===== src/rtl/i2c_master_pkg.sv =====
// Shared PHY command codes and FSM state encoding for the I2C byte controller.
package i2c_master_pkg;

  localparam logic [2:0] PHY_NOP   = 3'd0;
  localparam logic [2:0] PHY_START = 3'd1;
  localparam logic [2:0] PHY_STOP  = 3'd2;
  localparam logic [2:0] PHY_READ  = 3'd3;
  localparam logic [2:0] PHY_WRITE = 3'd4;

  typedef enum logic [2:0] {
    ST_IDLE,
    ST_START,
    ST_WR_BIT,
    ST_RD_ACK,
    ST_RD_BIT,
    ST_WR_ACK,
    ST_STOP
  } state_t;

  function automatic logic [2:0] phy_cmd_of(state_t s);
    logic [2:0] c;
    c = PHY_NOP;
    unique case (s)
      ST_START:  c = PHY_START;
      ST_WR_BIT: c = PHY_WRITE;
      ST_RD_ACK: c = PHY_READ;
      ST_RD_BIT: c = PHY_READ;
      ST_WR_ACK: c = PHY_WRITE;
      ST_STOP:   c = PHY_STOP;
      default:   c = PHY_NOP;
    endcase
    return c;
  endfunction

endpackage


===== src/rtl/i2c_master_byte_ctrl.sv =====
// I2C master byte controller: sequences START/8 bits/ACK/STOP on a bit PHY.
// Option I2C_BYTE_CTRL_STOP_ON_NACK_EN: a slave NACK after a write forces STOP.
module i2c_master_byte_ctrl
  import i2c_master_pkg::*;
(
  input  logic       clk_i,
  input  logic       rst_ni,
  input  logic       cmd_valid_i,
  output logic       cmd_ready_o,
  input  logic       cmd_start_i,
  input  logic       cmd_stop_i,
  input  logic       cmd_write_i,
  input  logic       cmd_read_i,
  input  logic [7:0] tx_byte_i,
  input  logic       ack_i,
  output logic [7:0] rx_byte_o,
  output logic       rx_ack_o,
  output logic       done_o,
  output logic       arb_lost_o,
  output logic       bus_err_o,
  output logic [2:0] phy_cmd_o,
  output logic       phy_data_o,
  input  logic       phy_data_i,
  input  logic       phy_cmd_done_i,
  input  logic       phy_arb_lost_i,
  input  logic       phy_sda_err_i,
  input  logic       phy_scl_err_i
);

  state_t     state_q, state_d;
  logic [2:0] phy_cmd_q, phy_cmd_d;
  logic [2:0] cnt_q, cnt_d;
  logic [7:0] shift_q, shift_d;
  logic       phy_data_q, phy_data_d;
  logic       wr_q, wr_d, rd_q, rd_d;
  logic       stop_q, stop_d, ack_q, ack_d;
  logic       rx_ack_q, rx_ack_d, done_q, done_d;
  logic       arb_q, arb_d, err_q, err_d;
  logic       phy_err, nack_stop, go_stop;

  assign phy_err = phy_arb_lost_i | phy_sda_err_i | phy_scl_err_i;

`ifdef I2C_BYTE_CTRL_STOP_ON_NACK_EN
  assign nack_stop = phy_data_i;
`else
  assign nack_stop = 1'b0;
`endif

  always_ff @(posedge clk_i) begin
    if (!rst_ni) begin
      state_q    <= ST_IDLE;
      phy_cmd_q  <= PHY_NOP;
      phy_data_q <= 1'b1;
      cnt_q      <= 3'd0;
      shift_q    <= 8'h00;
      wr_q       <= 1'b0;
      rd_q       <= 1'b0;
      stop_q     <= 1'b0;
      ack_q      <= 1'b1;
      rx_ack_q   <= 1'b1;
      done_q     <= 1'b0;
      arb_q      <= 1'b0;
      err_q      <= 1'b0;
    end else begin
      state_q    <= state_d;
      phy_cmd_q  <= phy_cmd_d;
      phy_data_q <= phy_data_d;
      cnt_q      <= cnt_d;
      shift_q    <= shift_d;
      wr_q       <= wr_d;
      rd_q       <= rd_d;
      stop_q     <= stop_d;
      ack_q      <= ack_d;
      rx_ack_q   <= rx_ack_d;
      done_q     <= done_d;
      arb_q      <= arb_d;
      err_q      <= err_d;
    end
  end

  always_comb begin
    state_d  = state_q;
    cnt_d    = cnt_q;
    shift_d  = shift_q;
    wr_d     = wr_q;
    rd_d     = rd_q;
    stop_d   = stop_q;
    ack_d    = ack_q;
    rx_ack_d = rx_ack_q;
    arb_d    = arb_q;
    err_d    = err_q;
    done_d   = 1'b0;
    go_stop  = 1'b0;
    if (state_q != ST_IDLE && phy_err) begin
      state_d = ST_IDLE;
      arb_d   = arb_q | phy_arb_lost_i;
      err_d   = err_q | phy_sda_err_i | phy_scl_err_i;
      done_d  = 1'b1;
    end else begin
      unique case (state_q)
        ST_IDLE: if (cmd_valid_i) begin
          shift_d = tx_byte_i;
          cnt_d   = 3'd7;
          wr_d    = cmd_write_i;
          rd_d    = cmd_read_i & ~cmd_write_i;
          stop_d  = cmd_stop_i;
          ack_d   = ack_i;
          arb_d   = 1'b0;
          err_d   = 1'b0;
          if (cmd_start_i)      state_d = ST_START;
          else if (cmd_write_i) state_d = ST_WR_BIT;
          else if (cmd_read_i)  state_d = ST_RD_BIT;
          else if (cmd_stop_i)  state_d = ST_STOP;
          else                  done_d  = 1'b1;
        end
        ST_START: if (phy_cmd_done_i) begin
          state_d = wr_q   ? ST_WR_BIT :
                    rd_q   ? ST_RD_BIT :
                    stop_q ? ST_STOP   : ST_IDLE;
          done_d  = ~(wr_q | rd_q | stop_q);
        end
        ST_WR_BIT: if (phy_cmd_done_i) begin
          shift_d = {shift_q[6:0], 1'b0};
          cnt_d   = (cnt_q == 3'd0) ? 3'd0 : cnt_q - 3'd1;
          if (cnt_q == 3'd0) state_d = ST_RD_ACK;
        end
        ST_RD_ACK: if (phy_cmd_done_i) begin
          rx_ack_d = phy_data_i;
          go_stop  = stop_q | nack_stop;
          state_d  = go_stop ? ST_STOP : ST_IDLE;
          done_d   = ~go_stop;
        end
        ST_RD_BIT: if (phy_cmd_done_i) begin
          shift_d = {shift_q[6:0], phy_data_i};
          cnt_d   = (cnt_q == 3'd0) ? 3'd0 : cnt_q - 3'd1;
          if (cnt_q == 3'd0) state_d = ST_WR_ACK;
        end
        ST_WR_ACK: if (phy_cmd_done_i) begin
          state_d = stop_q ? ST_STOP : ST_IDLE;
          done_d  = ~stop_q;
        end
        ST_STOP: if (phy_cmd_done_i) begin
          state_d = ST_IDLE;
          done_d  = 1'b1;
        end
        default: state_d = ST_IDLE;
      endcase
    end
    // PHY command follows the next state, so it only moves on done/accept/abort
    phy_cmd_d  = phy_cmd_of(state_d);
    phy_data_d = (state_d == ST_WR_BIT) ? shift_d[7] :
                 (state_d == ST_WR_ACK) ? ack_d : 1'b1;
  end

  assign cmd_ready_o = (state_q == ST_IDLE);
  assign rx_byte_o   = shift_q;
  assign rx_ack_o    = rx_ack_q;
  assign done_o      = done_q;
  assign arb_lost_o  = arb_q;
  assign bus_err_o   = err_q;
  assign phy_cmd_o   = phy_cmd_q;
  assign phy_data_o  = phy_data_q;

endmodule

===== config.mk =====
export PLATFORM = sky130hd
export DESIGN_NAME = i2c_master_byte_ctrl
export DESIGN_NICKNAME = d
export VERILOG_FILES = /design/src/rtl/i2c_master_pkg.sv /design/src/rtl/i2c_master_byte_ctrl.sv
export SDC_FILE = /design/constraint.sdc
export NUM_CORES = 1
export LEC_CHECK = 0
export BUFFER_PORTS_ARGS = -buffer_cell sky130_fd_sc_hd__clkbuf_2
export CORE_UTILIZATION = 46
export CTS_CLUSTER_DIAMETER = 80
export DETAILED_ROUTE_END_ITERATION = 7
export GPL_TIMING_DRIVEN = 0
export MAX_ROUTING_LAYER = met4
export PLACE_DENSITY = 0.75
export SETUP_SLACK_MARGIN = 0.2
export SLEW_MARGIN = 10
export SYNTH_ARGS = -nofsm -noshare
export SYNTH_HDL_FRONTEND = slang
export SYNTH_SLANG_ARGS = --single-unit
export TNS_END_PERCENT = 30

===== constraint.sdc =====
create_clock -name clk_i -period 2.2 [get_ports clk_i]
set_clock_uncertainty 0.05 [all_clocks]
set_input_delay 0.33 -clock clk_i [delete_from_list [all_inputs] [get_ports clk_i]]
set_output_delay 0.33 -clock clk_i [all_outputs]
set_load 0.05 [all_outputs]

## Yosys cells after proc, flatten, opt, wreduce, memory -nomap -nowiden

Cells that the tools add are included.

| storage, ports and cells | value |
|---|---|
| logic and storage cells | 106 |
| memories kept | 0 |
| bits in read-only memories | 0 |
| output and inout bits | 17 |
| bits in latches | 0 |
| memory bits (writable) | 0 |
| input bits | 21 |
| flip-flop bits (word level) | 26 |

| operators by class | value |
|---|---|
| mux-type cells | 46 |
| multiply operators | 0 |
| reduce and logical (&&, ||, !) cells | 17 |
| bitwise logic cells | 12 |
| div/mod/pow operators | 0 |
| shifts and indexed selects | 0 |
| add/sub/neg operators | 1 |
| order comparisons | 0 |
| eq/ne operators | 16 |

Operator list:

| cell | number |
|---|---|
| 2-to-1 mux 3 bit | 19 |
| 2-to-1 mux 8 bit | 4 |
| one-hot mux 8 bit (3 select lines) | 1 |
| == test 3 bit (second input constant) | 6 |
| 2-to-1 mux 1 bit | 18 |
| one-hot mux 3 bit (6 select lines) | 1 |
| == test 3 x 2 -> 1 bit (second input constant) | 4 |
| one-hot mux 3 bit (4 select lines) | 1 |
| OR reduction 2 bit | 4 |
| OR 1 bit | 7 |
| == test 3 x 1 -> 1 bit (second input constant) | 2 |
| logical NOT 3 bit | 2 |
| != test 2 bit (second input constant) | 3 |
| one-hot mux 3 bit (2 select lines) | 1 |
| AND reduction 3 bit | 2 |
| nonzero test 2 bit | 3 |
| nonzero test 3 bit | 2 |
| AND reduction 5 bit | 1 |
| NOT 1 bit | 4 |
| one-hot mux 1 bit (4 select lines) | 1 |
| AND reduction 4 bit | 1 |
| subtractor 3 x 1 -> 3 bit (second input constant) | 1 |
| != test 2 x 1 -> 1 bit (second input constant) | 1 |
| AND reduction 2 bit | 1 |
| 2 further kinds | 2 |

## Logic depth before layout (Yosys ltp)

Gate-level depths: netlist of the first run.

| logic depth | value |
|---|---|
| word-level depth | 10 |
| mapped depth | 7 |
| mapped depth without buffers | 5 |

## Worst setup path before layout of the first run

No wires, ideal clock.

| path | value |
|---|---|
| path kind | register to register |
| start | register state_q[2] |
| end | register phy_data_q (netlist: phy_data_o) |
| path buffers | 2 |
| data required time | 2.028 ns |
| period minus slack after synthesis | 2.163 ns |
| cell stages (with the launch flop) | 8 |
| setup time | 0.122 ns |
| setup slack | 0.037 ns |
| arrival time | 1.991 ns |
| path through | dfxtp_1 buf_6 or4b_1 buf_2 or4_1 and4_4 nand2b_4 o32a_1 |

| between the ends | value |
|---|---|
| word-level cells in the longest chain between the ends | 10 |
| elaborated cells on any way between the ends | 32 |
| those cells by class | eq/ne: 8; mux: 20; reduce/logical: 4 |

Ends and longest elaborated chain:

| element | line | source |
|---|---|---|
| start: declaration | i2c_master_byte_ctrl.sv:30 | `state_t state_q, state_d;` |
| start signal: assignment | i2c_master_byte_ctrl.sv:65 | `state_q <= state_d;` |
| 2-to-1 mux 3 bit | i2c_master_byte_ctrl.sv:113 | `else if (cmd_stop_i) state_d = ST_STOP;` |
| 2-to-1 mux 3 bit | i2c_master_byte_ctrl.sv:112 | `else if (cmd_read_i) state_d = ST_RD_BIT;` |
| 2-to-1 mux 3 bit | i2c_master_byte_ctrl.sv:111 | `else if (cmd_write_i) state_d = ST_WR_BIT;` |
| 2-to-1 mux 3 bit | i2c_master_byte_ctrl.sv:110 | `if (cmd_start_i) state_d = ST_START;` |
| 2-to-1 mux 3 bit | i2c_master_byte_ctrl.sv:101 | `ST_IDLE: if (cmd_valid_i) begin` |
| one-hot mux 3 bit (6 select lines) | i2c_master_byte_ctrl.sv:100 | `unique case (state_q)` |
| 2-to-1 mux 3 bit | i2c_master_byte_ctrl.sv:94 | `if (state_q != ST_IDLE && phy_err) begin` |
| == test 3 bit | i2c_master_byte_ctrl.sv:152 | `(state_d == ST_WR_ACK) ? ack_d : 1'b1;` |
| 2-to-1 mux 1 bit | i2c_master_byte_ctrl.sv:152 |  |
| 2-to-1 mux 1 bit * | i2c_master_byte_ctrl.sv:151 | `phy_data_d = (state_d == ST_WR_BIT) ? shift_d[7] :` |
| end signal: assignment | i2c_master_byte_ctrl.sv:67 | `phy_data_q <= phy_data_d;` |
| end: declaration | i2c_master_byte_ctrl.sv:34 | `logic phy_data_q, phy_data_d;` |

Mark *: on every way between the ends. The rest lies on a longest branch, timed or not.
A chain may end at the register's enable or synchronous reset.

## Worst setup path after layout of the first run

| path | value |
|---|---|
| start | register state_q[1] |
| end | register phy_data_q (netlist: phy_data_o) |

The elaborated chain is that of the path after synthesis.

==> flow_metrics.tcl, run 1 <==
set metrics [dict create \
    switching_share_pct 36.7 \
    via_per_inst 5.85 \
    die_w_microns 56.3 \
    syn-instance-count 162 \
    cts_buffer_depth 2 \
    report.final.slew_viol_count 0 \
    synth-seq-area-share_pct 38.4 \
    rsz0062_at_grt "true" \
    nNetsFinal 232 \
    avgSynthCellArea_sq_um 8.36 \
    nFillCells 235 \
    synthToLayoutAreaGrowth_pct 32.0 \
    rr_worst_depth 7 \
    final_cells 241 \
    die_h_microns 56.3 \
    grt_pass1_wl_microns 5750 \
    pwr-share-clk_pct 23.3 \
    synth-edff-count 0 \
    seq_area_sq_um 523 \
    hold_violations 0 \
    peakVddDrop_mv 0.538 \
    start_util_pct 48.7 \
    wire_per_inst_microns 15.2 \
    cp.arrival_ns 2.40 \
    synthMostInstantiatedCell "dfxtp_1" \
    fin_crit_sh_pct 100 \
    leakagePower_nw 0.801 \
    globalplace.congestion 0.876 \
    p_int_mw 0.929 \
    vias 1411 \
    worstMarginPinSlew_ns 0.561 \
    first_pass_iters 4 \
    fmax_ghz 0.454 \
    multi_input_area_sq_um 817 \
    syn_nets 183 \
    wl_microns 3660 \
    startpoint_type "register" \
    cp_max_fo 4 \
    synthTopCellsByCount "dfxtp_1, nand2_1, a21boi_0, nor2_1" \
    ys_ff_latch 26 \
    setup_tns_ns -0.00431 \
    rows 19 \
    slew_headroom_pct 62.3 \
    hold_class "in2reg" \
    insertion_delay_ns 0.34 \
    cts_sinks 26 \
    synth_cell_types 41 \
    grt_usage_pct 24.3 \
    worst_slack_ns -0.00431 \
    first_global_vias 1331 \
    comb_power_share_pct 38.6 \
    yosys_warnings 0 \
    criticalPathCategory "reg2reg" \
    root_buffer "clkbuf_4" \
    drtAntennaViolNets 0 \
    drc 0 \
    post-place-ws_ns -0.136 \
    tritoncts "done" \
    hold_buffers 0 \
    syn_area_sq_um 1360 \
    drt_iter0_markers 40 \
    core_sq_um 2780 \
    final.min_clock_period_ns 2.20 \
    diodes 0 \
    synth_top_area_share_pct 38.4 \
    clk_pin_slew_ns 0.15 \
    ys_top_cells_by_area "dfxtp_1, a21boi_0, nand2_1" \
    placed_cells 229 \
    grt_max_degree 16 \
    powerDensity_nw_per_um2 821 \
    grt-ovfl-total 0 \
    die_area_sq_um 3170 \
    power_frac_seq_pct 38.1 \
    drive_gt1_share_pct 35.7 \
    hold_depth 3 \
    io_buffers 36 \
    worstPathRequired_ns 2.40 \
    synth_flop_cell "dfxtp_1" \
    synthArstFlopShare_pct 0 \
    cts_max_level 1 \
    power_switching_mw 0.539 \
    synth_top_area_cell "dfxtp_1" \
    maxCapViolations 0 \
    status "complete, but fails checks" \
    cts_made_buffers 3 \
    end_kind "register" \
    dp_hpwl_microns 2490 \
    io-pin-count 38 \
    violations "setup timing" \
    setup_violations 1 \
    grt_antenna_before_repair 0 \
]
## timing repair
item | in CTS | in global routing
buffers inserted | 2 | 6
pin swaps | 2 | 6
setup endpoints to repair | 20 | 19
gates resized for setup | 10 | 17
hold endpoints to repair | 0 | 0
## worst max-delay path: stages (launching register included)
cell      delay [ns]
dfxtp_2         0.34
buf_6           0.11
or4b_4          0.51
buf_6           0.13
or4_4           0.47
and4_4          0.19
nand2b_4        0.14
o32a_1          0.17
## power groups by stage
stage	clock, mW	combinational, mW	sequential, mW
6_report	0.342	0.567	0.560
5_1_grt	0.362	0.608	0.566
4_1_cts	0.344	0.511	0.559
3_5_place_dp	0	0.484	0.569
3_3_place_gp	0	0.475	0.565
2_1_floorplan	0	0.266	0.671
## layout by cell type, fill, tap and decap left out, types with 2 or more instances in the layout
cell type | netlist | final
buf_2 | 3 | 3
and2_1 | 2 | 2
o21ai_0 | 8 | 8
mux2i_1 | 4 | 4
dfxtp_2 | 0 | 2
buf_6 | 1 | 4
nor3_1 | 3 | 3
nor2b_1 | 5 | 5
clkbuf_4 | 0 | 4
nor2_1 | 9 | 8
nand3_1 | 4 | 4
a21oi_1 | 6 | 6
nand2_1 | 19 | 19
and3_1 | 3 | 3
clkbuf_1 | 8 | 3
a21boi_0 | 13 | 13
or2_2 | 3 | 3
a211o_1 | 2 | 2
clkbuf_2 | 0 | 37
nand2b_4 | 1 | 2
o31ai_1 | 3 | 3
a31oi_1 | 2 | 2
dfxtp_1 | 26 | 24
inv_1 | 5 | 4
buf_4 | 0 | 7
o21a_1 | 2 | 2
a22oi_1 | 8 | 8
## state kept, by name (all words and copies together) (netlist names)
signal,count
cnt_q,3
rx_byte_o,8
phy_cmd_o,3
phy_data_o,1
bus_err_o,1
ack_q,1
rx_ack_o,1
wr_q,1
stop_q,1
state_q,3
arb_lost_o,1
rd_q,1
done_o,1
## cells by family (layout without fill, tap and decap cells)
family	Yosys count	after routing	share of synthesized area [%]
AND/OR/NAND/NOR	60	60	24.4
AO/OA/AOI/OAI	53	53	27.3
flip-flops	26	26	38.4
buffers and inverters	17	65	5.54
multiplexers	4	4	2.95
adder cells (fa/ha/maj)	1	1	0.739
XOR/XNOR	1	1	0.646
## final cells by class
type | count | area share (%)
plain buffers | 12 | 4.34
clock buffers | 3 | 1.26
clock inverters | 1 | 1.68
inverters | 5 | 1.19
multi-input cells | 119 | 45.7
flip-flops and latches | 26 | 29.2
well taps | 31 | 2.17
repair buffers | 44 | 14.5
## path summary, 6_finish.rpt
path                                  start                        end  slack [ns]
setup / recovery      state_q[1]$_SDFF_PN0_      phy_data_o$_SDFF_PN1_      -0.004
hold / removal                        ack_i           ack_q$_SDFF_PN1_        0.19
setup reg to reg      state_q[1]$_SDFF_PN0_      phy_data_o$_SDFF_PN1_      -0.004
hold reg to reg   rx_byte_o[4]$_SDFFE_PN0P_  rx_byte_o[4]$_SDFFE_PN0P_        0.44
## per-stage QoR
step	total power [mW]	hold WS, ns	utilization (%)	instance area, sq um
after detailed placement	1.05	0.409	57.6	1600
after global placement	1.04	0.400	57.6	1600
after global routing	1.54	0.213	64.3	1790
after floorplan	0.937	0.389	-	1380
final	1.47	0.188	64.3	1790
after CTS	1.41	0.181	61.2	1700
## metal layers
metal,vias to the layer above,part of all wire [%],track usage (%)
met5,-,0,-
met4,0,3.4,15.3
met3,13,5.4,2.07
met2,60,51,41.7
met1,658,40,27.3
li1,680,-,-
Note: power is estimated with default switching activity, not from simulation.
==> inputs of run 2 (changes only) <==
--- a/config.mk
+++ b/config.mk
@@ -5,7 +5,7 @@
 export SDC_FILE = /design/constraint.sdc
 export NUM_CORES = 1
 export LEC_CHECK = 0
-export BUFFER_PORTS_ARGS = -buffer_cell sky130_fd_sc_hd__clkbuf_2
+export BUFFER_PORTS_ARGS = -buffer_cell sky130_fd_sc_hd__buf_2
 export CORE_UTILIZATION = 46
 export CTS_CLUSTER_DIAMETER = 80
 export DETAILED_ROUTE_END_ITERATION = 7
==> run 2 against run 1 <==
Net effect: the run still ends with setup timing left; hold slack better by 0.0097 ns; sequential share of layout area increased by 1.1 points; highest routed layer unchanged; via count fell by 1.7%; die area unchanged; power decreased by 3.8%; register-to-register slack is essentially flat; critical path depth stayed put; global-route usage shrank 0.73 points.
==> flow_metrics.tcl, run 2 (synthesis gave the netlist of run 1 again) <==
set metrics [dict create \
    status "complete, but fails checks" \
    violations "setup timing" \
    rsz0062_at_grt "true" \
    report.final.slew_viol_count 0 \
    grt_max_degree 16 \
    peakVddDrop_mv 0.522 \
    grt_pass1_wl_microns 5830 \
    cts_buffer_depth 2 \
    cp.arrival_ns 2.39 \
    hold_buffers 0 \
    clk_pin_slew_ns 0.15 \
    hold_violations 0 \
    via_per_inst 5.85 \
    die_w_microns 56.3 \
    r2r_slack_ns -0.01 \
    cp_cell_sequence "buf_6, or4b_4, buf_6, or4_4, and4_4, nand2b_4, o32a_1" \
    slew_headroom_pct 60.9 \
    vias 1387 \
    end_kind "register" \
    cp_common_cell "buf_6" \
    worstMarginPinSlew_ns 0.583 \
    critical_path.max_stage_delay_ns 0.51 \
    globalplace.congestion 0.878 \
    io_buffers 36 \
    layout.cells.most_common "buf_2" \
    cp_slowest_cell "or4b_4" \
    hold_start "ack_i" \
    placed_cells 229 \
    maxCapViolations 0 \
    criticalPathCategory "reg2reg" \
    worstPathRequired_ns 2.37 \
    layout_common_cells "buf_2, dfxtp_1, nand2_1, a21boi_0" \
    io-pin-count 38 \
    r2r_end "phy_data_o$_SDFF_PN1_" \
    insertion_delay_ns 0.32 \
    fmax_ghz 0.452 \
    rows 19 \
    fin_crit_sh_pct 101 \
    cts_max_level 1 \
    tritoncts "done" \
    rr_startpoint "state_q[1]$_SDFF_PN0_" \
    hold_path_end "ack_q$_SDFF_PN1_" \
    hold_class "in2reg" \
    grt-ovfl-total 0 \
    drt_iter0_markers 41 \
    die_h_microns 56.3 \
    hold-worst-slack_ns 0.197 \
    rr_worst_depth 7 \
    nNetsFinal 228 \
    nFillCells 248 \
    core_sq_um 2780 \
    cp_max_fo 6 \
    leakagePower_nw 0.769 \
    first_pass_iters 4 \
    startpoint_type "register" \
    dp_hpwl_microns 2520 \
    synthToLayoutAreaGrowth_pct 27.1 \
    final_cells 237 \
    setup_violations 2 \
    diodes 0 \
    drtAntennaViolNets 0 \
    cts_made_buffers 3 \
    final.min_clock_period_ns 2.21 \
    grt_antenna_before_repair 0 \
    drc 0 \
    wire_per_inst_microns 14.4 \
    die_area_sq_um 3170 \
    first_global_vias 1304 \
    largest_reg_flops 8 \
    root_buffer "clkbuf_4" \
    wl_microns 3410 \
    cts_sinks 26 \
    worst_slack_ns -0.0114 \
    start_util_pct 48.7 \
    powerDensity_nw_per_um2 820 \
    drive_gt1_share_pct 32.5 \
    hold_depth 3 \
    grt_usage_pct 23.6 \
]
[run 2: report_power, final]
group / internal [mW] / switching (mW) / leakage (nW)
clock network: 0.184 / 0.144 / 0.0279
logic: 0.193 / 0.332 / 0.528
registers: 0.524 / 0.0345 / 0.214
[run 2: how the worst max path moves through the flow]
stage	startpoint	to
after floorplan	state_q[1]$_SDFF_PN0_	phy_data_o$_SDFF_PN1_
after global placement	state_q[0]$_SDFF_PN0_	phy_data_o$_SDFF_PN1_
after detailed placement	state_q[0]$_SDFF_PN0_	phy_data_o$_SDFF_PN1_
after CTS	state_q[1]$_SDFF_PN0_	phy_data_o$_SDFF_PN1_
after global routing	state_q[1]$_SDFF_PN0_	phy_data_o$_SDFF_PN1_
final	state_q[1]$_SDFF_PN0_	phy_data_o$_SDFF_PN1_
[run 2: per-layer routing]
metal | vias to the layer above | global-route usage [%] | share of wire (%)
met5 | - | - | 0
met4 | 0 | 9.76 | 1.8
met3 | 8 | 2.30 | 5.4
met2 | 49 | 39.6 | 50
met1 | 655 | 29.1 | 42
li1 | 675 | - | -
[run 2: timing repair]
item	4_1_cts	5_1_grt
pin swaps	0	4
cloned	0	0
buffers inserted	2	2
endpoints found under the setup margin	20	17
endpoints found under the hold margin	0	0
resized for setup	5	9
[run 2: cell type report]
type	instances	area [sq um]	area share, %
timing repair buffer	40	210	12.2
clock inverter	1	30.0	1.74
buffer	12	73.8	4.29
clock buffer	3	22.5	1.31
inverter	5	18.8	1.09
multi-input combinational	119	806	46.8
tap	31	38.8	2.25
sequential	26	522	30.3
[run 2: worst max-delay path: cells and delay by family, from the launching register on]
family,cells,cell delay (ns)
AOI/OAI and AO/OA,1,0.15
buffers and inverters,2,0.25
DFF,1,0.34
and+or+nand+nor,4,1.33
[run 2: through the flow]
| stage | setup TNS (ns) | setup slack, ns | cell area, sq um | power (mW) | utilization [%] |
|---|---|---|---|---|---|
| after floorplan | 0 | 0.0626 | 1380 | 0.937 | - |
| after global placement | -0.110 | -0.110 | 1600 | 1.04 | 57.6 |
| after detailed placement | -0.140 | -0.140 | 1600 | 1.05 | 57.6 |
| after CTS | 0 | 0.000812 | 1690 | 1.39 | 60.7 |
| after global routing | -0.0820 | -0.0443 | 1720 | 1.49 | 61.9 |
| final | -0.0136 | -0.0114 | 1720 | 1.41 | 61.9 |
